[src/rtl/alu_share_if.sv]
// Bundle between the two ALU requesters, the shared ALU and the response consumer.
// The slave side belongs to the controller; the master side belongs to requesters, the ALU and the consumer.
interface alu_share_if #(
  parameter int unsigned DATA_W = 32,
  parameter int unsigned OP_W   = 6
);
  logic              req0_valid;
  logic              req0_ready;
  logic [OP_W-1:0]   req0_op;
  logic [DATA_W-1:0] req0_a;
  logic [DATA_W-1:0] req0_b;
  logic              req1_valid;
  logic              req1_ready;
  logic [OP_W-1:0]   req1_op;
  logic [DATA_W-1:0] req1_a;
  logic [DATA_W-1:0] req1_b;
  logic [OP_W-1:0]   alu_op;
  logic [DATA_W-1:0] alu_a;
  logic [DATA_W-1:0] alu_b;
  logic [DATA_W-1:0] alu_result;
  logic              rsp_valid;
  logic              rsp_ready;
  logic              rsp_id;
  logic [DATA_W-1:0] rsp_data;
  logic              rsp_wen;

  modport slave (
    input  req0_valid, req0_op, req0_a, req0_b,
    input  req1_valid, req1_op, req1_a, req1_b,
    input  alu_result, rsp_ready,
    output req0_ready, req1_ready,
    output alu_op, alu_a, alu_b,
    output rsp_valid, rsp_id, rsp_data, rsp_wen
  );

  modport master (
    output req0_valid, req0_op, req0_a, req0_b,
    output req1_valid, req1_op, req1_a, req1_b,
    output alu_result, rsp_ready,
    input  req0_ready, req1_ready,
    input  alu_op, alu_a, alu_b,
    input  rsp_valid, rsp_id, rsp_data, rsp_wen
  );
endinterface

[src/rtl/alu_share_ctrl.sv]
// Arbitrates one combinational ALU between two requesters and returns the result
// tagged with the owner's ID, plus the MOVN/MOVZ write-enable.
module alu_share_ctrl #(
  parameter int unsigned DATA_W     = 32,
  parameter int unsigned OP_W       = 6,
  parameter int unsigned PRIO_FIXED = 0
) (
  input  logic        clk,
  input  logic        reset_n,
  alu_share_if.slave  bus
);
  localparam logic [OP_W-1:0] OP_AND  = OP_W'(6'b100100);
  localparam logic [OP_W-1:0] OP_MOVN = OP_W'(6'b001011);
  localparam logic [OP_W-1:0] OP_MOVZ = OP_W'(6'b001010);

  typedef enum logic [1:0] {IDLE, ISSUE, HOLD} state_e;

  state_e            state_q, state_d;
  logic [OP_W-1:0]   alu_op_q, alu_op_d;
  logic [DATA_W-1:0] alu_a_q, alu_a_d;
  logic [DATA_W-1:0] alu_b_q, alu_b_d;
  logic              pend_id_q, pend_id_d;
  logic              last_grant_q, last_grant_d;
  logic              rsp_valid_q, rsp_valid_d;
  logic              rsp_id_q, rsp_id_d;
  logic [DATA_W-1:0] rsp_data_q, rsp_data_d;
  logic              rsp_wen_q, rsp_wen_d;

  logic can_accept;
  logic grant1;
  logic accept;
  logic move_fail;

  // Arbitration: a lone requester always wins; ties go by policy.
  always_comb begin
    can_accept = (state_q == IDLE) | ((state_q == HOLD) & bus.rsp_ready);
    if (bus.req0_valid & bus.req1_valid) begin
      grant1 = (PRIO_FIXED != 0) ? 1'b0 : ~last_grant_q;
    end else begin
      grant1 = bus.req1_valid;
    end
    accept         = can_accept & (bus.req0_valid | bus.req1_valid);
    bus.req0_ready = accept & ~grant1;
    bus.req1_ready = accept & grant1;
    move_fail = ((alu_op_q == OP_MOVN) & (alu_b_q == '0)) |
                ((alu_op_q == OP_MOVZ) & (alu_b_q != '0));
  end

  always_comb begin
    state_d      = state_q;
    alu_op_d     = alu_op_q;
    alu_a_d      = alu_a_q;
    alu_b_d      = alu_b_q;
    pend_id_d    = pend_id_q;
    last_grant_d = last_grant_q;
    rsp_valid_d  = rsp_valid_q;
    rsp_id_d     = rsp_id_q;
    rsp_data_d   = rsp_data_q;
    rsp_wen_d    = rsp_wen_q;

    unique case (state_q)
      IDLE, HOLD: begin
        if (state_q == HOLD && bus.rsp_ready) begin
          rsp_valid_d = 1'b0;
          state_d     = IDLE;
        end
        if (accept) begin
          alu_op_d     = grant1 ? bus.req1_op : bus.req0_op;
          alu_a_d      = grant1 ? bus.req1_a  : bus.req0_a;
          alu_b_d      = grant1 ? bus.req1_b  : bus.req0_b;
          pend_id_d    = grant1;
          last_grant_d = grant1;
          state_d      = ISSUE;
        end
      end
      ISSUE: begin
        rsp_data_d  = bus.alu_result;
        rsp_id_d    = pend_id_q;
        rsp_valid_d = 1'b1;
        rsp_wen_d   = ~move_fail;
        state_d     = HOLD;
      end
      default: state_d = IDLE;
    endcase
  end

  always_ff @(posedge clk) begin
    if (!reset_n) begin
      state_q      <= IDLE;
      alu_op_q     <= OP_AND;
      alu_a_q      <= '0;
      alu_b_q      <= '0;
      pend_id_q    <= 1'b0;
      last_grant_q <= 1'b1;
      rsp_valid_q  <= 1'b0;
      rsp_id_q     <= 1'b0;
      rsp_data_q   <= '0;
      rsp_wen_q    <= 1'b0;
    end else begin
      state_q      <= state_d;
      alu_op_q     <= alu_op_d;
      alu_a_q      <= alu_a_d;
      alu_b_q      <= alu_b_d;
      pend_id_q    <= pend_id_d;
      last_grant_q <= last_grant_d;
      rsp_valid_q  <= rsp_valid_d;
      rsp_id_q     <= rsp_id_d;
      rsp_data_q   <= rsp_data_d;
      rsp_wen_q    <= rsp_wen_d;
    end
  end

  assign bus.alu_op    = alu_op_q;
  assign bus.alu_a     = alu_a_q;
  assign bus.alu_b     = alu_b_q;
  assign bus.rsp_valid = rsp_valid_q;
  assign bus.rsp_id    = rsp_id_q;
  assign bus.rsp_data  = rsp_data_q;
  assign bus.rsp_wen   = rsp_wen_q;
endmodule
[src/flat_wrapper.sv]
// flat-port wrapper written by rule: the top's interface ports become plain ports
module alu_share_ctrl_flat 
#(
  parameter int unsigned DATA_W     = 32,
  parameter int unsigned OP_W       = 6,
  parameter int unsigned PRIO_FIXED = 0
)
  (clk, reset_n, bus_req0_valid, bus_req0_op, bus_req0_a, bus_req0_b, bus_req1_valid, bus_req1_op, bus_req1_a, bus_req1_b, bus_alu_result, bus_rsp_ready, bus_req0_ready, bus_req1_ready, bus_alu_op, bus_alu_a, bus_alu_b, bus_rsp_valid, bus_rsp_id, bus_rsp_data, bus_rsp_wen);
  alu_share_if #(.DATA_W(DATA_W), .OP_W(OP_W)) bus_i ();
  input  logic clk;
  input  logic reset_n;
  input wire logic [$bits(bus_i.req0_valid)-1:0] bus_req0_valid;
  input wire logic [$bits(bus_i.req0_op)-1:0] bus_req0_op;
  input wire logic [$bits(bus_i.req0_a)-1:0] bus_req0_a;
  input wire logic [$bits(bus_i.req0_b)-1:0] bus_req0_b;
  input wire logic [$bits(bus_i.req1_valid)-1:0] bus_req1_valid;
  input wire logic [$bits(bus_i.req1_op)-1:0] bus_req1_op;
  input wire logic [$bits(bus_i.req1_a)-1:0] bus_req1_a;
  input wire logic [$bits(bus_i.req1_b)-1:0] bus_req1_b;
  input wire logic [$bits(bus_i.alu_result)-1:0] bus_alu_result;
  input wire logic [$bits(bus_i.rsp_ready)-1:0] bus_rsp_ready;
  output wire logic [$bits(bus_i.req0_ready)-1:0] bus_req0_ready;
  output wire logic [$bits(bus_i.req1_ready)-1:0] bus_req1_ready;
  output wire logic [$bits(bus_i.alu_op)-1:0] bus_alu_op;
  output wire logic [$bits(bus_i.alu_a)-1:0] bus_alu_a;
  output wire logic [$bits(bus_i.alu_b)-1:0] bus_alu_b;
  output wire logic [$bits(bus_i.rsp_valid)-1:0] bus_rsp_valid;
  output wire logic [$bits(bus_i.rsp_id)-1:0] bus_rsp_id;
  output wire logic [$bits(bus_i.rsp_data)-1:0] bus_rsp_data;
  output wire logic [$bits(bus_i.rsp_wen)-1:0] bus_rsp_wen;
  assign bus_i.req0_valid = bus_req0_valid;
  assign bus_i.req0_op = bus_req0_op;
  assign bus_i.req0_a = bus_req0_a;
  assign bus_i.req0_b = bus_req0_b;
  assign bus_i.req1_valid = bus_req1_valid;
  assign bus_i.req1_op = bus_req1_op;
  assign bus_i.req1_a = bus_req1_a;
  assign bus_i.req1_b = bus_req1_b;
  assign bus_i.alu_result = bus_alu_result;
  assign bus_i.rsp_ready = bus_rsp_ready;
  assign bus_req0_ready = bus_i.req0_ready;
  assign bus_req1_ready = bus_i.req1_ready;
  assign bus_alu_op = bus_i.alu_op;
  assign bus_alu_a = bus_i.alu_a;
  assign bus_alu_b = bus_i.alu_b;
  assign bus_rsp_valid = bus_i.rsp_valid;
  assign bus_rsp_id = bus_i.rsp_id;
  assign bus_rsp_data = bus_i.rsp_data;
  assign bus_rsp_wen = bus_i.rsp_wen;
  alu_share_ctrl #(.DATA_W(DATA_W), .OP_W(OP_W), .PRIO_FIXED(PRIO_FIXED)) u_core (.clk(clk), .reset_n(reset_n), .bus(bus_i));
endmodule
[config.mk]
export PLATFORM = sky130hd
export DESIGN_NAME = alu_share_ctrl_flat
export DESIGN_NICKNAME = d
export VERILOG_FILES = /design/src/rtl/alu_share_if.sv /design/src/rtl/alu_share_ctrl.sv /design/src/flat_wrapper.sv
export SDC_FILE = /design/constraint.sdc
export NUM_CORES = 1
export LEC_CHECK = 0
export ABC_CLOCK_PERIOD_IN_PS = 1100
export CAP_MARGIN = 20
export CORE_MARGIN = 4
export CORE_UTILIZATION = 36
export CTS_BUF_LIST = sky130_fd_sc_hd__clkbuf_8
export CTS_CLUSTER_DIAMETER = 60
export CTS_CLUSTER_SIZE = 14
export DETAILED_ROUTE_END_ITERATION = 12
export PLACE_DENSITY = 0.77
export SLEW_MARGIN = 20
export SYNTH_ARGS = -nofsm -noshare
export SYNTH_HDL_FRONTEND = slang
export SYNTH_SLANG_ARGS = --single-unit
[constraint.sdc]
create_clock -name clk -period 1.1 [get_ports clk]
set_input_delay 0.165 -clock clk [delete_from_list [all_inputs] [get_ports clk]]
set_output_delay 0.165 -clock clk [all_outputs]
set_load 0.02 [all_outputs]
Yosys cells after proc, flatten, opt, wreduce, memory -nomap -nowiden
Index checks and enable logic that the tools add are counted.

word-level totals
  register bits after elaboration = 109
  input bits = 177
  word-level logic and storage cells = 46

operators by class
  eq/ne operators = 6
  mux-type cells = 9
  bitwise operators = 13
  reductions and logical operators = 8

operator list
  operator            number
  $mux 32             2
  $logic_not 32->1    1
  $reduce_bool 32->1  1
  $eq 6x4->1 const B  2
  $and 1x1->1         7
  $mux 6              1
  $mux 2              2
  $pmux 2 s2          1
  $reduce_and 2->1    2
  $ne 3x1->1 const B  1
  $not 1->1           3
  $or 1x1->1          3
  $eq 2x1->1 const B  1
  $eq 2x2->1 const B  1
  $logic_not 2->1     1
  $mux 1              2
  $ne 2x1->1 const B  1
  $pmux 1 s2          1
  $reduce_bool 2->1   1
  $reduce_or 2->1     1
  $logic_and 1x1->1   1

Logic depth before layout (Yosys ltp)
Gate-level depths: netlist of run 1.

  depth in word-level cells = 6
  mapped depth = 6
  depth with buffers taken out = 5

Worst setup path before layout of run 1
OpenSTA, ideal clock, no wires.

  path kind = register to output
  start point = reg u_core.state_q[1]
  end point = out bus_req0_ready
  arrival = 1.163 ns
  slack = -0.228 ns
  stages on the path, launching flop included = 5
  path buffers = 1
  path through = dfxtp_1 > nor2b_4 > or3_1 > buf_2 > nor2_1

between the ends
  longest elaborated chain between the ends = 5

ends and longest elaborated chain
  what                    RTL line               RTL
  start, declared         alu_share_ctrl.sv:18   state_e state_q, state_d;
  start signal, assigned  alu_share_ctrl.sv:100  state_q <= state_d;
  $eq 2x2->1              alu_share_ctrl.sv:36   can_accept = (state_q == IDLE) | ((state_q == HOLD) & bus.rsp_ready);
  $and 1x1->1             alu_share_ctrl.sv:36
  $or 1x1->1 *            alu_share_ctrl.sv:36
  $and 1x1->1 *           alu_share_ctrl.sv:42   accept = can_accept & (bus.req0_valid | bus.req1_valid);
  $and 1x1->1 *           alu_share_ctrl.sv:43   bus.req0_ready = accept & ~grant1;
  end, declared           flat_wrapper.sv:22     output wire logic [$bits(bus_i.req0_ready)-1:0] bus_req0_ready;

Mark *: on every way between the ends. The rest lies on a longest branch, timed or not.

Worst setup path in the final report of run 1
  start point = reg u_core.last_grant_q
  end point = reg u_core.alu_b_q[25] (netlist: u_core.bus.alu_b[25])

between the ends
  longest elaborated chain between the ends = 3

ends and longest elaborated chain
  what                    RTL line               RTL
  start, declared         alu_share_ctrl.sv:23   logic last_grant_q, last_grant_d;
  start signal, assigned  alu_share_ctrl.sv:105  last_grant_q <= last_grant_d;
  $not 1->1               alu_share_ctrl.sv:38   grant1 = (PRIO_FIXED != 0) ? 1'b0 : ~last_grant_q;
  $mux 1                  alu_share_ctrl.sv:37   if (bus.req0_valid & bus.req1_valid) begin
  $mux 32                 alu_share_ctrl.sv:70   alu_b_d = grant1 ? bus.req1_b : bus.req0_b;
  end signal, assigned    alu_share_ctrl.sv:103  alu_b_q <= alu_b_d;
  end, declared           alu_share_ctrl.sv:21   logic [DATA_W-1:0] alu_b_q, alu_b_d;

No other way between the ends.
A chain may end at the register's enable or synchronous reset.

==> metrics.yaml, run 1 <==
floorplan:
  start_util_pct: 36.7
  die_x_um: 127
  dieHeight_um: 127
  num_rows: 43
  design.die.area_mm2: 0.0160
  num_io_pins: 284
  fp.coreArea_mm2: 0.0138
finish:
  final_cell_mix: "clkdlybuf4s50_1 (174), buf_4 (83), buf_6 (81)"
  finalNonFillerCells: 1058
  utilization_pct: 75.3
  area.growth.synth_to_final_pct: 105
  seqCellArea_mm2: 0.00226
  drive_gt1_share_pct: 50.1
  num-fill-cells: 870
  diodes: 0
  num-nets-final: 1050
  design_area_mm2: 0.0104
  multi_input_area_mm2: 0.00322
  layout.cells.most_common: "clkdlybuf4s50_1"
timing:
  finClkSkew_ns: 0.00874
  relSlewSlack_pct: 79.9
  fin_crit_sh_pct: 145
  slew_violations: 0
  setup_ws_ns: -0.494
  fin_crit_ns: 1.59
  setup_violations: 139
  worstMarginPinSlew_ns: 0.299
  hold_violations: 0
  grt_setup_unrepaired: "yes"
  max_freq_mhz: 627
  finalSetupTns_ns: -45.80
yosys:
  synth.avg_cell_area_um2: 10.2
  ys_seq_area_share_pct: 43.0
  synth_nets: 673
  yosysWarnings: 0
  synth_area_mm2: 0.00507
  syn-instance-count: 496
  ys_ff_latch: 109
  netlist-cell-type-count: 32
critical_path:
  end_kind: "register"
  crit_type: "register to register"
  cp_cell_sequence: "a21boi_4 > buf_6 > buf_12 > buf_8 > mux2i_1 > nand2_1 > o211a_1"
  cp_slowest_stage_delay_ns: 0.36
  slowest_stage: "dfxtp_2"
  start_kind: "register"
  crit_required_ns: 1.38
  crit_arrival_ns: 1.87
  crit_fanout: 6
route:
  num_vias: 5454
  dr.first_iter.drc_count: 262
  firstDrtPassIters: 4
  wire_per_inst_um: 20.3
  drc: 0
  ant_nets: 0
  vias_per_cell: 5.16
  wirelength_um: 21500
clocking:
  clkSinkCount: 109
  cts_tree: "built"
  cts_max_level: 3
  cts_root_buf: "clkbuf_8"
  cts_buffers: 9
  cts_buffer_depth: 2
  clk_pin_slew_ns: 0.12
  worstSkewPairLatency_ns: 0.37
hold_path:
  hold_class: "input port to register"
place:
  dp_cells: 979
  place_ws_ns: -0.883
  portBuffers: 283
  detailed_place.area_mm2: 0.00824
  gp_congestion: 0.839
  dp_hpwl_um: 12000
global_route:
  antenna_found_initial: 0
  grt_overflow: 0
  grt_max_degree: 56
  grt_pass1_wl_um: 29400
  grtUsageTotal_pct: 23.0
  grt_pass1_vias: 5708
power:
  ir_drop_v: 0.000698
  p_leak_nw: 4.93
  p_per_area_mw_per_mm2: 1190
outcome:
  status: "finished, violations left"
  violations: "negative setup slack"
job:
  drv_cap: 0
==> final timing paths <==
kind,end,slack (ns),startpoint,cells after the start
hold reg to reg,u_core.bus.rsp_id,0.46,u_core.bus.rsp_id,2
setup reg to reg,u_core.bus.alu_b[25],-0.49,u_core.last_grant_q,7
setup / recovery,u_core.bus.alu_b[25],-0.49,u_core.last_grant_q,7
hold / removal,u_core.last_grant_q,0.23,reset_n,3
==> sequential cells by signal, summed over array words and instances, names as in the netlist <==
| signal | cells |
|---|---|
| u_core.last_grant_q | 1 |
| u_core.bus.rsp_valid | 1 |
| u_core.bus.alu_a | 32 |
| u_core.bus.rsp_id | 1 |
| u_core.pend_id_q | 1 |
| u_core.state_q | 2 |
| u_core.bus.alu_op | 6 |
| u_core.bus.rsp_data | 32 |
| u_core.bus.rsp_wen | 1 |
| u_core.bus.alu_b | 32 |
==> metrics by stage <==
step	total power (W)	hold slack, ns
after floorplan	0.00648	0.300
after detailed placement	0.00825	0.447
after global routing	0.0129	0.210
final	0.0124	0.229
after global placement	0.00817	0.440
after CTS	0.0116	0.193
==> timing repair <==
item                       4_1_cts  5_1_grt
hold buffers                     0        0
gates cloned                    19       12
setup endpoints to repair      216      197
gates resized for setup        630      296
pin swaps                       27       72
buffers inserted                31       30
==> cells by family after synthesis <==
| group | synth area share, % |
|---|---|
| mux | 13.8 |
| xor+xnor | 0.173 |
| buf+inv | 9.67 |
| flops | 43.0 |
| compound gates | 19.6 |
| simple gates | 13.7 |
==> cells in the mapped netlist (all sizes together) <==
master / count / area (um^2)
o21a: 1 / 7.51
a21boi: 34 / 259
nor2: 3 / 11.3
or3: 1 / 6.26
and2b: 1 / 7.51
nor3: 1 / 16.3
o211a: 69 / 691
and2: 2 / 13.8
nor4b: 1 / 15.0
xnor2: 1 / 8.76
buf: 33 / 445
nor2b: 2 / 20.0
o211ai: 2 / 15.0
o21ai: 1 / 5.00
nand4: 2 / 12.5
nor3b: 1 / 7.51
mux2i: 70 / 701
nand2: 137 / 514
a21oi: 3 / 15.0
clkbuf: 11 / 45.1
nand3b: 2 / 15.0
nand2b: 1 / 6.26
dfxtp: 109 / 2180
nor4: 8 / 50.1
==> layer usage <==
| layer | track usage, % | vias to the layer above | part of all wire, % |
|---|---|---|---|
| met5 | 0 | - | 0 |
| met1 | 24.9 | 2624 | 36 |
| met4 | 10.5 | 0 | 4.0 |
| met3 | 6.11 | 67 | 6.7 |
| li1 | - | 2506 | - |
| met2 | 41.6 | 257 | 53 |
==> worst max-delay path, delay by kind of cell, from the launching register on <==
kind,cells,cell delay [ns]
buffers and inverters,3,0.41
flip-flops,1,0.36
AO/OA/AOI/OAI,2,0.34
multiplexers,1,0.26
AND/OR/NAND/NOR,1,0.11
==> power breakdown <==
part	total, W	internal, W	switching [W]
clock network	0.00241	0.000884	0.00153
registers	0.00467	0.00437	0.000300
logic	0.00534	0.00306	0.00228
==> final cells by class <==
type	count	area share [%]
Timing Repair Buffer	410	43.5
Multi-Input combinational cell	343	30.9
Sequential cell	109	21.7
Tap cell	180	2.16
Clock buffer	9	1.19
Clock inverter	7	0.613
(Power assumes the default switching activity.)
==> run 2, diff against run 1 <==
--- a/config.mk
+++ b/config.mk
@@ -5,7 +5,7 @@
 export SDC_FILE = /design/constraint.sdc
 export NUM_CORES = 1
 export LEC_CHECK = 0
-export ABC_CLOCK_PERIOD_IN_PS = 1100
+export ABC_CLOCK_PERIOD_IN_PS = 1450
 export CAP_MARGIN = 20
 export CORE_MARGIN = 4
 export CORE_UTILIZATION = 36
==> constraint.sdc (replaced) <==
create_clock -name clk -period 1.45 [get_ports clk]
set_input_delay 0.2175 -clock clk [delete_from_list [all_inputs] [get_ports clk]]
set_output_delay 0.2175 -clock clk [all_outputs]
set_load 0.02 [all_outputs]
==> metrics.yaml, run 2 (synthesized netlist as in run 1, its figures left out) <==
outcome:
  status: "finished, violations left"  # unchanged
  violations: "negative setup slack"  # unchanged
timing:
  relSlewSlack_pct: 79.7  # was 79.9%
  grt_setup_unrepaired: "yes"  # unchanged
  setup_ws_ns: -0.214  # was -0.494 ns
  setup_violations: 69  # was 139
  max_freq_mhz: 601
  hold_violations: 0  # unchanged
  fin_crit_sh_pct: 115
  finClkSkew_ns: 0.00876  # was 0.00874 ns
  fin_crit_ns: 1.66
  worstMarginPinSlew_ns: 0.302  # was 0.299 ns
  slew_violations: 0  # unchanged
power:
  pwr-share-seq_pct: 44.5  # was 37.6%
  power_w: 0.00782  # was 0.0124 W
  p_leak_nw: 4.20  # was 4.93 nW
  ir_drop_v: 0.000488  # was 0.000698 V
  combPwrFrac_pct: 33.9  # was 43.0%
  power_frac_clock_pct: 21.6  # was 19.4%
  switchingPower_w: 0.00249  # was 0.00411 W
  p_per_area_mw_per_mm2: 919  # was 1190 mW/mm^2
  swShare_pct: 31.8  # was 33.1%
  cell_internal_pwr_w: 0.00533  # was 0.00832 W
floorplan:
  num_rows: 43  # unchanged
  num_io_pins: 284  # unchanged
  fp.coreArea_mm2: 0.0138  # unchanged
  die_x_um: 127  # unchanged
  design.die.area_mm2: 0.0160  # unchanged
  dieHeight_um: 127  # unchanged
  start_util_pct: 36.7  # unchanged
critical_path:
  crit_buf_inv: 1  # was 3
  end_kind: "output port"  # was register
  cp_num_cells: 4  # was 7
  cp_slowest_stage_delay_ns: 0.35  # was 0.36 ns
  critPathTopFamily: "simple AND/OR/NAND/NOR gates"  # was buffers and inverters
  cp_cell_sequence: "nor2b_4 > or3_4 > nor2_4 > buf_6"  # was a21boi_4 > buf_6 > buf_12 > buf_8 > mux2i_1 > nand2_1 > o211a_1
  ff2ff_path_depth: 6  # was 7
  slowest_stage: "or3_4"  # was dfxtp_2
  start_kind: "register"  # unchanged
  crit_arrival_ns: 1.45  # was 1.87 ns
  crit_required_ns: 1.23  # was 1.38 ns
  crit_type: "register to output port"  # was register to register
  crit_fanout: 2  # was 6
finish:
  multi_input_area_mm2: 0.00257  # was 0.00322 mm^2
  diodes: 0  # unchanged
  layout.cells.most_common: "clkdlybuf4s50_1"  # unchanged
  area.growth.synth_to_final_pct: 67.8  # was 105%
  utilization_pct: 61.5  # was 75.3%
  num-nets-final: 968  # was 1050
  seqCellArea_mm2: 0.00219  # was 0.00226 mm^2
  final_cell_mix: "clkdlybuf4s50_1 (173), nand2_1 (137), dfxtp_1 (106)"  # was clkdlybuf4s50_1 (174), buf_4 (83), buf_6 (81)
  finalNonFillerCells: 976  # was 1058
  design_area_mm2: 0.00851  # was 0.0104 mm^2
  num-fill-cells: 1143  # was 870
  drive_gt1_share_pct: 12.6  # was 50.1%
clocking:
  cts_hold_buffers: 0  # unchanged
  cts_root_buf: "clkbuf_8"  # unchanged
  cts_max_level: 3  # unchanged
  cts_tree: "built"  # unchanged
  cts_buffers: 9  # unchanged
  cts_buffer_depth: 2  # unchanged
  worstSkewPairLatency_ns: 0.37  # about the same
  clkSinkCount: 109  # unchanged
  clk_pin_slew_ns: 0.11  # was 0.12 ns
route:
  wirelength_um: 16600  # was 21500 um
  wl_met2_um: 8480  # was 11500 um
  wl_met3_um: 1450  # was 1440 um
  ant_nets: 0  # unchanged
  wire_per_inst_um: 17.0  # was 20.3 um
  vias_per_cell: 4.94  # was 5.16
  top_layer: "met4"  # unchanged
  drc: 0  # unchanged
  dr.first_iter.drc_count: 252  # was 262
  firstDrtPassIters: 4  # unchanged
  num_vias: 4825  # was 5454
  route.layer.met1.wl_um: 6250  # was 7720 um
global_route:
  grt_pass1_vias: 4848  # was 5708
  grtUsageTotal_pct: 19.1  # was 23.0%
  antenna_found_initial: 0  # unchanged
  grt_overflow: 0  # unchanged
  grt_max_degree: 62  # was 56
  grt_pass1_wl_um: 24700  # was 29400 um
place:
  dp_cells: 952  # was 979
  detailed_place.area_mm2: 0.00801  # was 0.00824 mm^2
  dp_hpwl_um: 12000  # about the same
  portBuffers: 283  # unchanged
  place_ws_ns: -0.653  # was -0.883 ns
  gp_congestion: 0.892  # was 0.839
hold_path:
  hold_class: "input port to register"  # unchanged
  whs_path_depth: 3  # unchanged
job:
  drv_cap: 0  # unchanged
==> run 2: power groups by stage <==
stage | combinational, W | clock [W] | sequential, W
global placement | 0.00254 | 0 | 0.00353
finish | 0.00265 | 0.00169 | 0.00348
global route | 0.00282 | 0.00188 | 0.00352
CTS | 0.00253 | 0.00177 | 0.00347
detailed placement | 0.00259 | 0 | 0.00354
floorplan | 0.00103 | 0 | 0.00387
==> run 2: per-stage QoR <==
| step | hold WS [ns] | TNS (ns) |
|---|---|---|
| 3_5_place_dp | 0.444 | -36.23 |
| 3_3_place_gp | 0.441 | -31.53 |
| 2_1_floorplan | 0.352 | 0 |
| 6_report | 0.291 | -3.92 |
| 4_1_cts | 0.255 | -0.624 |
| 5_1_grt | 0.293 | -8.54 |
==> run 2: repair_timing <==
| item | 4_1_cts | 5_1_grt |
|---|---|---|
| gates cloned | 4 | 3 |
| pin swaps | 2 | 2 |
| endpoints found under the hold margin | 0 | 0 |
| setup buffers | 0 | 1 |
| endpoints found under the setup margin | 177 | 78 |
| resized for setup | 145 | 43 |
==> run 2: worst paths after layout <==
path / slack (ns) / end / start
setup / recovery: -0.21 / bus_req0_ready / u_core.state_q[1]
hold / removal: 0.29 / u_core.last_grant_q / reset_n
setup reg to reg: -0.12 / u_core.bus.alu_op[2] / u_core.last_grant_q
hold reg to reg: 0.46 / u_core.bus.rsp_data[7] / u_core.bus.rsp_data[7]
==> run 2: layer usage <==
layer  track usage, %  vias to the layer above
li1                 -                     2335
met4             7.57                        0
met5                0                        -
met3             5.81                       27
met2             34.6                      207
met1             20.6                     2256
==> run 2: final cells by class <==
class | count | area share (%)
clock buffers | 9 | 1.46
clock inverters | 7 | 0.603
multi-input cells | 343 | 30.3
flip-flops and latches | 109 | 25.7
well taps | 180 | 2.65
repair buffers | 328 | 39.3
==> run 2: worst min-delay path: stages <==
cell,delay [ns]
buf_4,0.13
buf_12,0.18
nand2_1,0.09
==> run 3, diff against run 2 <==
--- a/config.mk
+++ b/config.mk
@@ -6,7 +6,6 @@
 export NUM_CORES = 1
 export LEC_CHECK = 0
 export ABC_CLOCK_PERIOD_IN_PS = 1450
-export CAP_MARGIN = 20
 export CORE_MARGIN = 4
 export CORE_UTILIZATION = 36
 export CTS_BUF_LIST = sky130_fd_sc_hd__clkbuf_8
==> results of run 3 <==
The final DEF is identical to that of run 2; final timing and power are the same.
